`config.mk`:
```
export PLATFORM = sky130hd
export DESIGN_NAME = wb_port_arbiter
export DESIGN_NICKNAME = d
export VERILOG_FILES = /design/src/rtl/wb_port_arbiter.sv
export SDC_FILE = /design/constraint.sdc
export NUM_CORES = 1
export LEC_CHECK = 0
export BUFFER_PORTS_ARGS = -buffer_cell sky130_fd_sc_hd__buf_2
export CAP_MARGIN = 10
export CORE_MARGIN = 2
export CORE_UTILIZATION = 50
export DETAILED_ROUTE_END_ITERATION = 7
export PLACE_DENSITY = 0.86
export SLEW_MARGIN = 20
export SYNTH_ARGS = -nofsm -noshare
export SYNTH_HDL_FRONTEND = slang
export SYNTH_SLANG_ARGS = --single-unit
```
`constraint.sdc`:
```
create_clock -name clk -period 6.3 [get_ports clk]
set_input_delay 0.315 -clock clk [delete_from_list [all_inputs] [get_ports clk]]
set_output_delay 0.315 -clock clk [all_outputs]
set_load 0.02 [all_outputs]
```
`src/rtl/wb_port_arbiter.sv`:
```
// Two-requester beat arbiter: round-robin on ties, per-grant beat cap with
// forced release, and a registered output stage behind the 2:1 data mux.
module wb_port_arbiter #(
  parameter int DATA_W    = 32,
  parameter int ADDR_W    = 5,
  parameter int MAX_BEATS = 8
) (
  input  logic              clk,
  input  logic              reset_n,
  input  logic              stall_i,
  input  logic              req0_valid,
  input  logic              req0_last,
  input  logic [ADDR_W-1:0] req0_addr,
  input  logic [DATA_W-1:0] req0_data,
  output logic              req0_ready,
  input  logic              req1_valid,
  input  logic              req1_last,
  input  logic [ADDR_W-1:0] req1_addr,
  input  logic [DATA_W-1:0] req1_data,
  output logic              req1_ready,
  output logic              mux_sel,
  output logic              out_valid,
  output logic [ADDR_W-1:0] out_addr,
  output logic [DATA_W-1:0] out_data,
  output logic              overrun
);

  // state | meaning
  // IDLE  | no owner; one-cycle arbitration bubble, both ready low
  // OWN0  | requester 0 holds the datapath
  // OWN1  | requester 1 holds the datapath
  typedef enum logic [1:0] {
    IDLE = 2'd0,
    OWN0 = 2'd1,
    OWN1 = 2'd2
  } state_t;

  localparam logic [8:0] MAX_CNT = 9'(MAX_BEATS);

  state_t     state;
  state_t     state_nxt;
  logic       last_grant;
  logic [7:0] beat_cnt;

  logic own0;
  logic own1;
  logic xfer0;
  logic xfer1;
  logic xfer;
  logic cur_last;
  logic count_hit;
  logic grant_end;
  logic grant_entry;

  assign own0      = (state == OWN0);
  assign own1      = (state == OWN1);
  assign xfer0     = own0 & req0_valid & ~stall_i;
  assign xfer1     = own1 & req1_valid & ~stall_i;
  assign xfer      = xfer0 | xfer1;
  assign cur_last  = own1 ? req1_last : req0_last;
  // compare the post-increment count so the capping beat itself ends the grant
  assign count_hit = (({1'b0, beat_cnt} + 9'd1) == MAX_CNT);
  assign grant_end = xfer & (cur_last | count_hit);
  assign grant_entry = (state_nxt != state) && (state_nxt != IDLE);

  always_ff @(posedge clk or negedge reset_n) begin
    if (!reset_n) begin
      state <= IDLE;
    end else begin
      state <= state_nxt;
    end
  end

  // stall freezes arbitration as well as an active grant
  always_comb begin
    state_nxt = state;
    if (!stall_i) begin
      case (state)
        IDLE: begin
          if (req0_valid && req1_valid) begin
            state_nxt = last_grant ? OWN0 : OWN1;
          end else if (req0_valid) begin
            state_nxt = OWN0;
          end else if (req1_valid) begin
            state_nxt = OWN1;
          end
        end
        OWN0: begin
          if (grant_end) begin
            state_nxt = req1_valid ? OWN1 : IDLE;
          end
        end
        OWN1: begin
          if (grant_end) begin
            state_nxt = req0_valid ? OWN0 : IDLE;
          end
        end
        default: state_nxt = IDLE;
      endcase
    end
  end

  always_comb begin
    req0_ready = xfer0;
    req1_ready = xfer1;
    mux_sel    = own1;
  end

  always_ff @(posedge clk or negedge reset_n) begin
    if (!reset_n) begin
      last_grant <= 1'b1;
      beat_cnt   <= 8'd0;
    end else if (grant_entry) begin
      last_grant <= (state_nxt == OWN1);
      beat_cnt   <= 8'd0;
    end else if (grant_end) begin
      beat_cnt   <= 8'd0;
    end else if (xfer) begin
      beat_cnt   <= beat_cnt + 8'd1;
    end
  end

  always_ff @(posedge clk or negedge reset_n) begin
    if (!reset_n) begin
      out_valid <= 1'b0;
      out_addr  <= '0;
      out_data  <= '0;
      overrun   <= 1'b0;
    end else begin
      out_valid <= xfer;
      overrun   <= grant_end & count_hit & ~cur_last;
      if (xfer) begin
        out_addr <= own1 ? req1_addr : req0_addr;
        out_data <= own1 ? req1_data : req0_data;
      end
    end
  end

endmodule

```
Word-level counts from Yosys, hierarchy flattened --
Index checks and enable logic that the tools add are counted.
Storage, ports and cells: bits in read-only memories 0, bits of input ports 81, bits in latches 0, memories 0, logic and storage cells 46, memory bits (writable) 0, bits in registers 50
Operators by class: bitwise gates (word level) 11, multiplexer cells 16, add/sub/neg operators 2, equal/unequal tests 5, shift operators 0, div/mod/pow operators 0, $lt $le $gt $ge 0, reductions and logical operators 5, $mul 0
Operators by type and width (number):
- $mux 32 | 1
- $mux 8 | 3
- $mux 2 | 8
- $add 8x1->9 const B | 1
- $eq 9x4->1 const B | 1
- $add 8x1->8 const B | 1
- $and 1x1->1 | 7
- $pmux 2 s3 | 1
- $mux 5 | 1
- $eq 2x2->1 const B | 2
- $reduce_bool 3->1 | 1
- $eq 2x1->1 const B | 1
- $logic_and 1x1->1 | 2
- $logic_not 2->1 | 1
- $mux 1 | 2
- $ne 2x2->1 | 1
- $not 1->1 | 2
- $or 1x1->1 | 2
- $reduce_bool 2->1 | 1

Depth between registers and ports, before layout --
Gate-level depths: netlist of run 1.
depth after elaboration 11, depth in mapped cells 9, gate-level depth less buffers 6

Worst setup path after synthesis of run 1 --
Ideal clock, no wire load.
kind reg-to-reg, start register beat_cnt[0], end register state[0], setup slack 4236 ps, setup time 132 ps, arrival 1933 ps, stages on the path, launching flop included 7, required time 6168 ps, path through dfrtp_1 and3_1 buf_6 a211o_1 a2111oi_4 a21oi_1 or3b_1
Between the ends: longest elaborated chain between the ends 7, elaborated cells on any way between the ends 8, classes of those cells add/sub: 1; eq/ne: 1; mux: 4; bitwise: 2
Ends and longest elaborated chain:
- from (decl) | line 43 | logic [7:0] beat_cnt;
- from (signal assigned) | line 119 | beat_cnt <= beat_cnt + 8'd1;
- $add 8x1->9 (*) | line 62 | assign count_hit = (({1'b0, beat_cnt} + 9'd1) == MAX_CNT);
- $eq 9x4->1 (*) | line 62
- $or 1x1->1 (*) | line 63 | assign grant_end = xfer & (cur_last | count_hit);
- $and 1x1->1 (*) | line 63
- $mux 2 (on tied branches) | line 94, 89
- $pmux 2 s3 (*) | line 78 | case (state)
- $mux 2 (*) | line 77 | if (!stall_i) begin
- named net state_nxt[0] | line 41 | state_t state_nxt;
- to (signal assigned) | line 70 | state <= state_nxt;
- to (decl) | line 40 | state_t state;
The timed path passes the listed nets; every way through them passes the cells marked *. A chain may end at the register's enable or synchronous reset.

Worst setup path after layout of run 1 --
start register state[1], end register beat_cnt[3]
Between the ends: longest elaborated chain between the ends 11, elaborated cells on any way between the ends 24, classes of those cells eq/ne: 3; mux: 10; bitwise: 7; reduce/logical: 4
Ends and longest elaborated chain:
- $eq 2x1->1 / $eq 2x2->1 (equally long branches) | line 55, 78, 56
- $and 1x1->1 (on tied branches) (2 in a row) | line 57, 58
- $or 1x1->1 | line 59 | assign xfer = xfer0 | xfer1;
- $and 1x1->1 | line 63
- $mux 2 (on tied branches) | line 94, 89
- $pmux 2 s3 | line 78
- $mux 2 | line 77
- $ne 2x2->1 / $reduce_bool 2->1 (equally long branches) | line 64 | assign grant_entry = (state_nxt != state) && (state_nxt != IDLE);
- $logic_and 1x1->1 | line 64
- $reduce_bool 3->1 (no line) / $mux 8 (equally long branches)
Several ways; a longest one is shown, not always the timed one.

==> reports/qor.csv, run 1 <==
metric,value,unit
grt_max_degree,78,
yosysMostFrequentCell,nand2_1,
p_per_area,470,nW/um^2
portBuffers,122,
antenna_found_initial,0,
ios,123,
drtPass1Iterations,4,
p_leak,0.00157,uW
drc,0,
period_needed,2.37,ns
fill_cells,383,
max_freq,422,MHz
fin_setup_tns,0,ns
path_clk_slew,0.08,ns
setup_viol,0,
synth_area_leaders,"dfrtp_1 49%, nand2_1 12%, a31oi_1 10%",
fin_crit_sh,37.6,%
synth_ff_type,dfrtp_1,
maxSlewViolCount,0,
yosysUniqueCellTypes,38,
fp.dieH,74.9,um
start_util,52.4,%
yosysTopAreaCell,dfrtp_1,
routed_wirelength,6250,um
cts-buffers-inserted,5,
ys_seq_area_share,49.9,%
power_frac_seq,36.3,%
layout-drive-gt1-share,32.9,%
ant_nets,0,
finalHoldViolCount,0,
vias,2506,
htree_levels,2,
overflow,0,
p_comb_share,50.8,%
diodes,0,
synth_nets,381,
internal-power,814,uW
final_util,67.4,%
clock_path_buffers,2,
grt_util_all_layers,23.1,%
cts_sinks,50,
rsz0062_at_grt,false,
p_sw,702,uW
sw_frac_of_total,46.3,%
ys_async_sr_fraction,100,%
syn_area_per_cell,8.39,sq um
worst_slew_pin_slew,0.880,ns
seqCellArea,1250,sq um
synth_top_area_share,48.9,%
status,"finished, final reports clean",
wl_per_cell,13.1,um
core,4790,sq um
maxCapViolCount,0,
grt_pass1_vias,2239,
fp-row-count,25,
path_class,reg -> reg,
cts_tree,yes,
startpoint_type,flop,
dieArea,5600,sq um
grt_pass1_wl,9890,um
fin_cells,477,
multi_input_area,1160,sq um
cp.arrival,2.55,ns
ys_ff_latch,50,
cp.required,6.48,ns
worstSetupEndpointType,flop,
post-cts-setup-buffer-count,0,
drt-initial-drc-count,242,
nNetsFinal,491,
skew,0.00907,ns
total_power,1520,uW
yosysWarnings,0,
critPathMaxFanout,77,
clk_root_buffer_cell,clkbuf_8,
yosys-top-cells-count,"82 x nand2_1, 49 x dfrtp_1, 42 x nor2_1",
cts-resized-gates,0,
placed_cells,469,
hold_buffers,0,
area_delta_synth_final,28.5,%
syn_inst,299,
hp-class,in -> async,
insertion_delay,0.30,ns
synth_area,2510,sq um
gp_congestion,0.972,
dpl.hpwl,4510,um
die_x,74.9,um
vdd_ir_drop_max,313,uV
pwr-share-clk,12.9,%
vias_per_cell,5.25,
synth-edff-count,0,
relSlewSlack,41.3,%
==> logic make-up (layout without fill, tap and decap cells) <==
group,Yosys count,after routing,synth area share [%]
compound gates,69,69,17.7
xor+xnor,1,1,0.349
simple gates,154,154,26.8
fa+ha+maj,1,1,0.498
buf+inv,22,133,3.69
mux,2,2,0.997
flops,50,50,49.9
==> cells in the final DEF, fill, tap and decap left out, types with 2 or more instances in the layout <==
| master | n |
|---|---|
| or3_1 | 2 |
| and3_1 | 2 |
| nand2b_1 | 5 |
| buf_2 | 121 |
| and2_1 | 2 |
| nor3_1 | 2 |
| clkbuf_8 | 6 |
| dfrtp_1 | 49 |
| nand3b_1 | 6 |
| a21oi_1 | 14 |
| nor2_1 | 42 |
| o21ai_0 | 7 |
| a211o_1 | 2 |
| a31oi_1 | 40 |
| nand2_1 | 82 |
| or4b_1 | 2 |
| nor2b_1 | 2 |
| buf_4 | 2 |
==> layout make-up <==
cell class | instances | area share [%]
clock buffer | 7 | 2.68
clock inverter | 1 | 0.272
inverter | 2 | 0.272
multi-input combinational | 227 | 36.1
sequential | 50 | 38.8
tap | 67 | 2.60
timing repair buffer | 123 | 19.2
==> metrics by stage <==
stage	hold WS, ns	cell area [sq um]	setup WS, ns
2_1_floorplan	0.0194	2510	4.24
3_3_place_gp	0.484	3130	3.92
3_5_place_dp	0.518	3130	3.84
4_1_cts	0.243	3220	3.82
5_1_grt	0.0774	3230	3.65
6_report	0.0225	3230	3.93
==> critical path, stage by stage (launching register included) <==
cell,delay [ns]
dfrtp_1,0.51
nand3b_1,0.15
a21o_1,0.29
clkinv_2,0.74
nand3b_1,0.34
a211o_1,0.15
a21oi_1,0.06
==> routing by layer <==
layer | share of wire (%) | global-route usage, %
met2 | 49 | 38.7
met1 | 43 | 29.0
met3 | 6.7 | 5.49
met4 | 1.8 | 9.13
met5 | 0 | 0
==> power by group through the flow <==
stage,sequential (uW),clock [uW],combinational (uW)
floorplan,688,0,399
global placement,551,0,759
detailed placement,554,0,783
CTS,550,201,781
global route,570,211,861
finish,551,195,770
==> registers in the layout, indices dropped and copies added (netlist names) <==
register / count
state: 2
out_addr: 5
beat_cnt: 8
last_grant: 1
out_valid: 1
out_data: 32
overrun: 1
==> final timing paths <==
path	startpoint	end	slack, ns	depth (start not counted)
setup reg to reg	state[1]	beat_cnt[3]	3.93	6
max in group asynchronous	reset_n	out_data[2]	5.85	1
hold / removal	reset_n	out_addr[0]	0.02	1
hold reg to reg	last_grant	last_grant	0.52	2
min in group clk	req1_data[17]	out_data[17]	0.25	3
setup / recovery	state[1]	beat_cnt[3]	3.93	6
No activity file was read; power rests on OpenSTA's default activity.
==> run 2, diff against run 1 <==
CORE_UTILIZATION = 42   (was 50)
PLACE_DENSITY = 0.77   (was 0.86)
clock period = 1.98 ns   (was 6.3 ns; I/O delays follow)
==> run 2 against run 1 <==
Compared with the run above:
- the run now ends with negative setup slack left
- die area increased by 18%
- maximum frequency increased by 18%
- combinational power grew to 3.5 times the previous value
- register-to-register slack worse by 4.0 ns
==> reports/qor.csv, run 2 (same netlist as run 1, synthesis figures left out) <==
metric,value,unit,change
drc,0,,unchanged
postPlaceCellArea,3290,sq um,was 3130 sq um
worstReg2RegStart,beat_cnt[0],,was state[1]
critical_path_depth,5,,was 6
top_register,out_data,,unchanged
r2r-end,state[0],,was beat_cnt[3]
nNetsFinal,508,,was 491
final_area,3400,sq um,was 3230 sq um
p_per_area,1450,nW/um^2,was 470 nW/um^2
critPathLaunch,beat_cnt[0],,was state[1]
vdd_ir_drop_max,634,uV,was 313 uV
dieArea,6610,sq um,was 5600 sq um
finalHoldViolCount,0,,unchanged
crit_path_end,state[0],,was beat_cnt[3]
htree_levels,2,,unchanged
wl_per_cell,12.9,um,was 13.1 um
ant_nets,0,,unchanged
ios,123,,unchanged
fp.dieH,81.3,um,was 74.9 um
layout-drive-gt1-share,36.2,%,was 32.9%
cts-buffers-inserted,5,,unchanged
insertion_delay,0.30,ns,about the same
diodes,0,,unchanged
fin_crit_sh,101,%,was 37.6%
status,"complete, but fails checks",,"was finished, final reports clean"
area_delta_synth_final,35.5,%,was 28.5%
vias_per_cell,5.11,,was 5.25
skew,0.00743,ns,was 0.00907 ns
startpoint_type,flop,,unchanged
rsz0062_at_grt,true,,was false
dpl.hpwl,4690,um,was 4510 um
path_class,reg -> reg,,unchanged
grt_pass1_vias,2265,,"was 2,239"
routed_wirelength,6470,um,was 6250 um
holdWs,0.0391,ns,was 0.0225 ns
start_util,42.9,%,was 52.4%
cts_tree,yes,,unchanged
max_freq,499,MHz,was 422 MHz
die_x,81.3,um,was 74.9 um
reg_top3,"out_data x32, beat_cnt x8, out_addr x5",,unchanged
largest_reg_flops,32,,unchanged
path_clk_slew,0.09,ns,was 0.08 ns
period_needed,2.00,ns,was 2.37 ns
reg2regPathDepth,5,,was 6
portBuffers,122,,unchanged
gp_congestion,0.910,,was 0.972
r2r_slack,-0.02,ns,was 3.93 ns
grt_util_all_layers,19.6,%,was 23.1%
vias,2561,,"was 2,506"
maxCapViolCount,0,,unchanged
worstSetupEndpointType,flop,,unchanged
cp_cell_sequence,and3_4 -> a211o_1 -> a2111oi_4 -> a21oi_1 -> or3b_1,,was nand3b_1 -> a21o_1 -> clkinv_2 -> nand3b_1 -> a211o_1 -> a21oi_1
cts_sinks,50,,unchanged
grt_pass1_wl,10100,um,was 9890 um
antenna_found_initial,0,,unchanged
p_leak,0.00165,uW,was 0.00157 uW
fp-row-count,28,,was 25
cpPeakStageDelay,0.43,ns,was 0.74 ns
cp.arrival,2.17,ns,was 2.55 ns
grt_max_degree,43,,was 78
critPathSlowestCell,a2111oi_4,,was clkinv_2
layout_common_cells,"122 x buf_2, 82 x nand2_1, 49 x dfrtp_1",,"was 121 x buf_2, 82 x nand2_1, 49 x dfrtp_1"
fin_setup_tns,-0.0226,ns,was 0 ns
clock_path_buffers,2,,unchanged
cpLargestDelayFamily,compound AO/OA/AOI/OAI gates,,was buffers and inverters
cp_num_buf_inv,0,,was 1
cp.required,2.15,ns,was 6.48 ns
final_common_cell,buf_2,,unchanged
fin_cells,501,,was 477
maxSlewViolCount,0,,unchanged
drtPass1Iterations,4,,unchanged
relSlewSlack,62.1,%,was 41.3%
place_ws,0.0108,ns,was 3.84 ns
drt-initial-drc-count,120,,was 242
setup_viol,1,,was 0
core,5850,sq um,was 4790 sq um
worst_slew_pin_slew,0.568,ns,was 0.880 ns
placed_cells,492,,was 469
layout_setup_ws,-0.0226,ns,was 3.93 ns
hp-class,in -> reg,,was in -> async
critPathMaxFanout,5,,was 77
clk_root_buffer_cell,clkbuf_8,,unchanged
overflow,0,,unchanged
violations,negative setup slack,,
## run 2: cell type report
class | instances | area, sq um
multi-input combinational | 227 | 1180
timing repair buffer | 140 | 790
sequential | 50 | 1250
clock inverter | 1 | 7.51
tap | 75 | 93.8
fill | 540 | 2450
inverter | 2 | 7.51
clock buffer | 6 | 72.6
## run 2: worst reg2reg max path, delay by kind of cell, from the launching register on
kind,cells,cell delay [ns]
flip-flops,1,0.41
AND/OR/NAND/NOR,2,0.58
AO/OA/AOI/OAI,3,0.89
## run 2: repair_timing
| item | 4_1_cts | 5_1_grt |
|---|---|---|
| hold buffers | 1 | 0 |
| pin swaps | 0 | 4 |
| gates resized for setup | 1 | 4 |
| hold endpoints to repair | 24 | 0 |
| buffers inserted | 0 | 1 |
| endpoints found under the setup margin | 6 | 12 |
## run 2: power breakdown
part	leakage, uW	internal, uW	switching, uW	total [uW]
sequential	0.000582	1460	230	1690
combinational	0.00103	976	1710	2690
clock	0.0000373	243	317	560
total	0.00165	2680	2260	4940
## run 2: worst min-delay path by stage
stage / startpoint / end / slack (ns) / cells after the start
2_1_floorplan: reset_n / beat_cnt[0] / -0.20 / 0
3_3_place_gp: reset_n / state[1] / 0.13 / 1
3_5_place_dp: reset_n / out_data[5] / 0.13 / 1
4_1_cts: req1_data[24] / out_data[24] / 0.03 / 3
5_1_grt: req1_data[28] / out_data[28] / 0.03 / 3
6_report: req0_data[1] / out_data[1] / 0.04 / 3
## run 2: layer usage
layer	global-route usage [%]	share of wire (%)
met1	24.6	45
met2	33.6	49
met3	4.11	5.5
met4	6.61	1.4
met5	0	0
## run 2: per-stage QoR
| stage | utilization [%] | power [uW] |
|---|---|---|
| 3_3_place_gp | 56.3 | 4350 |
| 5_1_grt | 58.1 | 5340 |
| 2_1_floorplan | - | 3460 |
| 4_1_cts | 57.8 | 4980 |
| 6_report | 58.1 | 4940 |
| 3_5_place_dp | 56.3 | 4410 |
==> run 3, diff against run 2 <==
==> constraint.sdc (replaced) <==
create_clock -name clk -period 1.98 [get_ports clk]
set_input_delay 0.198 -clock clk [delete_from_list [all_inputs] [get_ports clk]]
set_output_delay 0.198 -clock clk [all_outputs]
set_load 0.02 [all_outputs]
==> run 3 against run 2 <==
Compared with the run above:
- register-to-register slack worse by 0.05 ns
- total power grew 2.4%
- critical endpoint is now beat_cnt[6]
- clock skew hardly changed
- sequential power barely moved
- the run still ends with negative setup slack left
- cell count grew 0.80%
- die area unchanged
- largest cell class unchanged
==> reports/qor.csv, run 3 (same netlist as run 1, synthesis figures left out) <==
metric,value,unit,change
cp.required,2.18,ns,was 2.15 ns
drt-initial-drc-count,219,,was 120
grt_pass1_wl,10500,um,"was 10,100 um"
multi_input_area,1240,sq um,was 1180 sq um
dpl.hpwl,4760,um,was 4690 um
vias,2659,,"was 2,561"
antenna_found_initial,0,,unchanged
place_ws,-0.0777,ns,was 0.0108 ns
cpLargestDelayFamily,compound AO/OA/AOI/OAI gates,,unchanged
final_common_cell,buf_2,,unchanged
hp-start,req1_data[12],,was req0_data[1]
largest_reg_flops,32,,unchanged
setup_viol,10,,was 1
fp-row-count,28,,unchanged
cts_sinks,50,,unchanged
cts-buffers-inserted,5,,unchanged
vdd_ir_drop_max,783,uV,was 634 uV
drc,0,,unchanged
die_x,81.3,um,unchanged
startpoint_type,flop,,unchanged
r2r_slack,-0.08,ns,was -0.02 ns
grt_pass1_vias,2333,,"was 2,265"
hp-class,in -> reg,,unchanged
gp_congestion,0.889,,was 0.910
portBuffers,122,,unchanged
path_clk_slew,0.09,ns,about the same
cpPeakStageDelay,0.48,ns,was 0.43 ns
start_util,42.9,%,unchanged
fill_cells,499,,was 540
fin_crit_sh,104,%,was 101%
top_register,out_data,,unchanged
finalHoldViolCount,0,,unchanged
p_leak,0.00168,uW,was 0.00165 uW
core,5850,sq um,unchanged
critPathMaxFanout,8,,was 5
p_per_area,1450,nW/um^2,about the same
insertion_delay,0.31,ns,was 0.30 ns
ios,123,,unchanged
clock_path_buffers,2,,unchanged
r2r-end,beat_cnt[6],,was state[0]
reg2regPathDepth,6,,was 5
critPathSlowestCell,a2111oi_4,,unchanged
overflow,0,,unchanged
holdWs,0.124,ns,was 0.0391 ns
final_util,59.8,%,was 58.1%
dieArea,6610,sq um,unchanged
area_delta_synth_final,39.5,%,was 35.5%
wl_per_cell,13.8,um,was 12.9 um
violations,negative setup slack,,unchanged
vias_per_cell,5.27,,was 5.11
placed_cells,492,,unchanged
whs_endpoint,out_data[12],,was out_data[1]
ant_nets,0,,unchanged
hold_depth,3,,unchanged
worstSetupEndpointType,flop,,unchanged
layout_setup_ws,-0.0761,ns,was -0.0226 ns
htree_levels,2,,unchanged
fp.dieH,81.3,um,unchanged
cp_num_buf_inv,1,,was 0
cp.arrival,2.26,ns,was 2.17 ns
nNetsFinal,511,,was 508
period_needed,2.06,ns,was 2.00 ns
worst_slew_pin_slew,0.570,ns,was 0.568 ns
clk_root_buffer_cell,clkbuf_8,,unchanged
max_freq,486,MHz,was 499 MHz
seqCellArea,1250,sq um,unchanged
cp_cell_sequence,and3_4 -> a211o_1 -> a2111oi_4 -> buf_4 -> a41o_4 -> a21oi_1,,was and3_4 -> a211o_1 -> a2111oi_4 -> a21oi_1 -> or3b_1
relSlewSlack,62.0,%,was 62.1%
maxSlewViolCount,0,,unchanged
layout_common_cells,"122 x buf_2, 82 x nand2_1, 49 x dfrtp_1",,unchanged
grt_util_all_layers,20.1,%,was 19.6%
grt_max_degree,43,,unchanged
layout-drive-gt1-share,39.1,%,was 36.2%
drtPass1Iterations,4,,unchanged
status,"complete, but fails checks",,unchanged
cts_tree,yes,,unchanged
rsz0062_at_grt,true,,unchanged
reg_top3,"out_data x32, beat_cnt x8, out_addr x5",,unchanged
routed_wirelength,6980,um,was 6470 um
diodes,0,,unchanged
skew,0.00715,ns,was 0.00743 ns
worstReg2RegStart,beat_cnt[1],,was beat_cnt[0]
path_class,reg -> reg,,unchanged
fin_cells,505,,was 501
maxCapViolCount,0,,unchanged
[run 3: cell type report]
cell class / instances / area share, %
inverters: 2 / 0.214
well taps: 75 / 2.68
multi-input cells: 227 / 35.5
repair buffers: 143 / 23.3
flip-flops and latches: 50 / 35.8
clock buffers: 5 / 1.97
clock inverters: 3 / 0.608
[run 3: where the power goes]
group | leakage (uW) | total [uW] | switching, uW | internal (uW)
combinational | 0.00106 | 2770 | 1760 | 1010
sequential | 0.000582 | 1690 | 230 | 1460
clock | 0.0000441 | 599 | 350 | 249
[run 3: timing repair]
action | CTS | global route
hold endpoints to repair | 24 | 0
pin swaps | 6 | 1
hold buffers | 1 | 0
gates resized for setup | 3 | 14
endpoints found under the setup margin | 11 | 11
buffers inserted | 2 | 2
[run 3: per-layer routing]
metal | vias to the layer above | GRT usage, % | wire, um
li1 | 1288 | - | -
met1 | 1245 | 26.1 | 2920
met2 | 119 | 34.1 | 3480
met3 | 7 | 4.11 | 490
met4 | 0 | 5.59 | 85
met5 | - | 0 | 0
[run 3: how the worst max path moves through the flow]
stage                startpoint     endpoint  cells past startpoint  slack (ns)
global route        beat_cnt[4]  beat_cnt[6]                      6       -0.12
detailed placement  beat_cnt[1]  beat_cnt[0]                      6       -0.08
CTS                 beat_cnt[1]     state[0]                      5      0.0008
finish              beat_cnt[1]  beat_cnt[6]                      6       -0.08
global placement    beat_cnt[1]  beat_cnt[6]                      6        0.05
floorplan           beat_cnt[0]     state[0]                      6       0.009
[run 3: metrics by stage]
step / setup TNS, ns / area, sq um / power (uW)
5_1_grt: -1.15 / 3500 / 5460
3_5_place_dp: -0.557 / 3290 / 4400
2_1_floorplan: 0 / 2510 / 3460
4_1_cts: 0 / 3420 / 5030
3_3_place_gp: 0 / 3290 / 4340
6_report: -0.579 / 3500 / 5060
[run 3: worst register-to-register path: stages, from the launching register on]
cell and delay [ns]:
dfrtp_1 0.43, and3_4 0.19, a211o_1 0.33, a2111oi_4 0.48
buf_4 0.19, a41o_4 0.28, a21oi_1 0.06
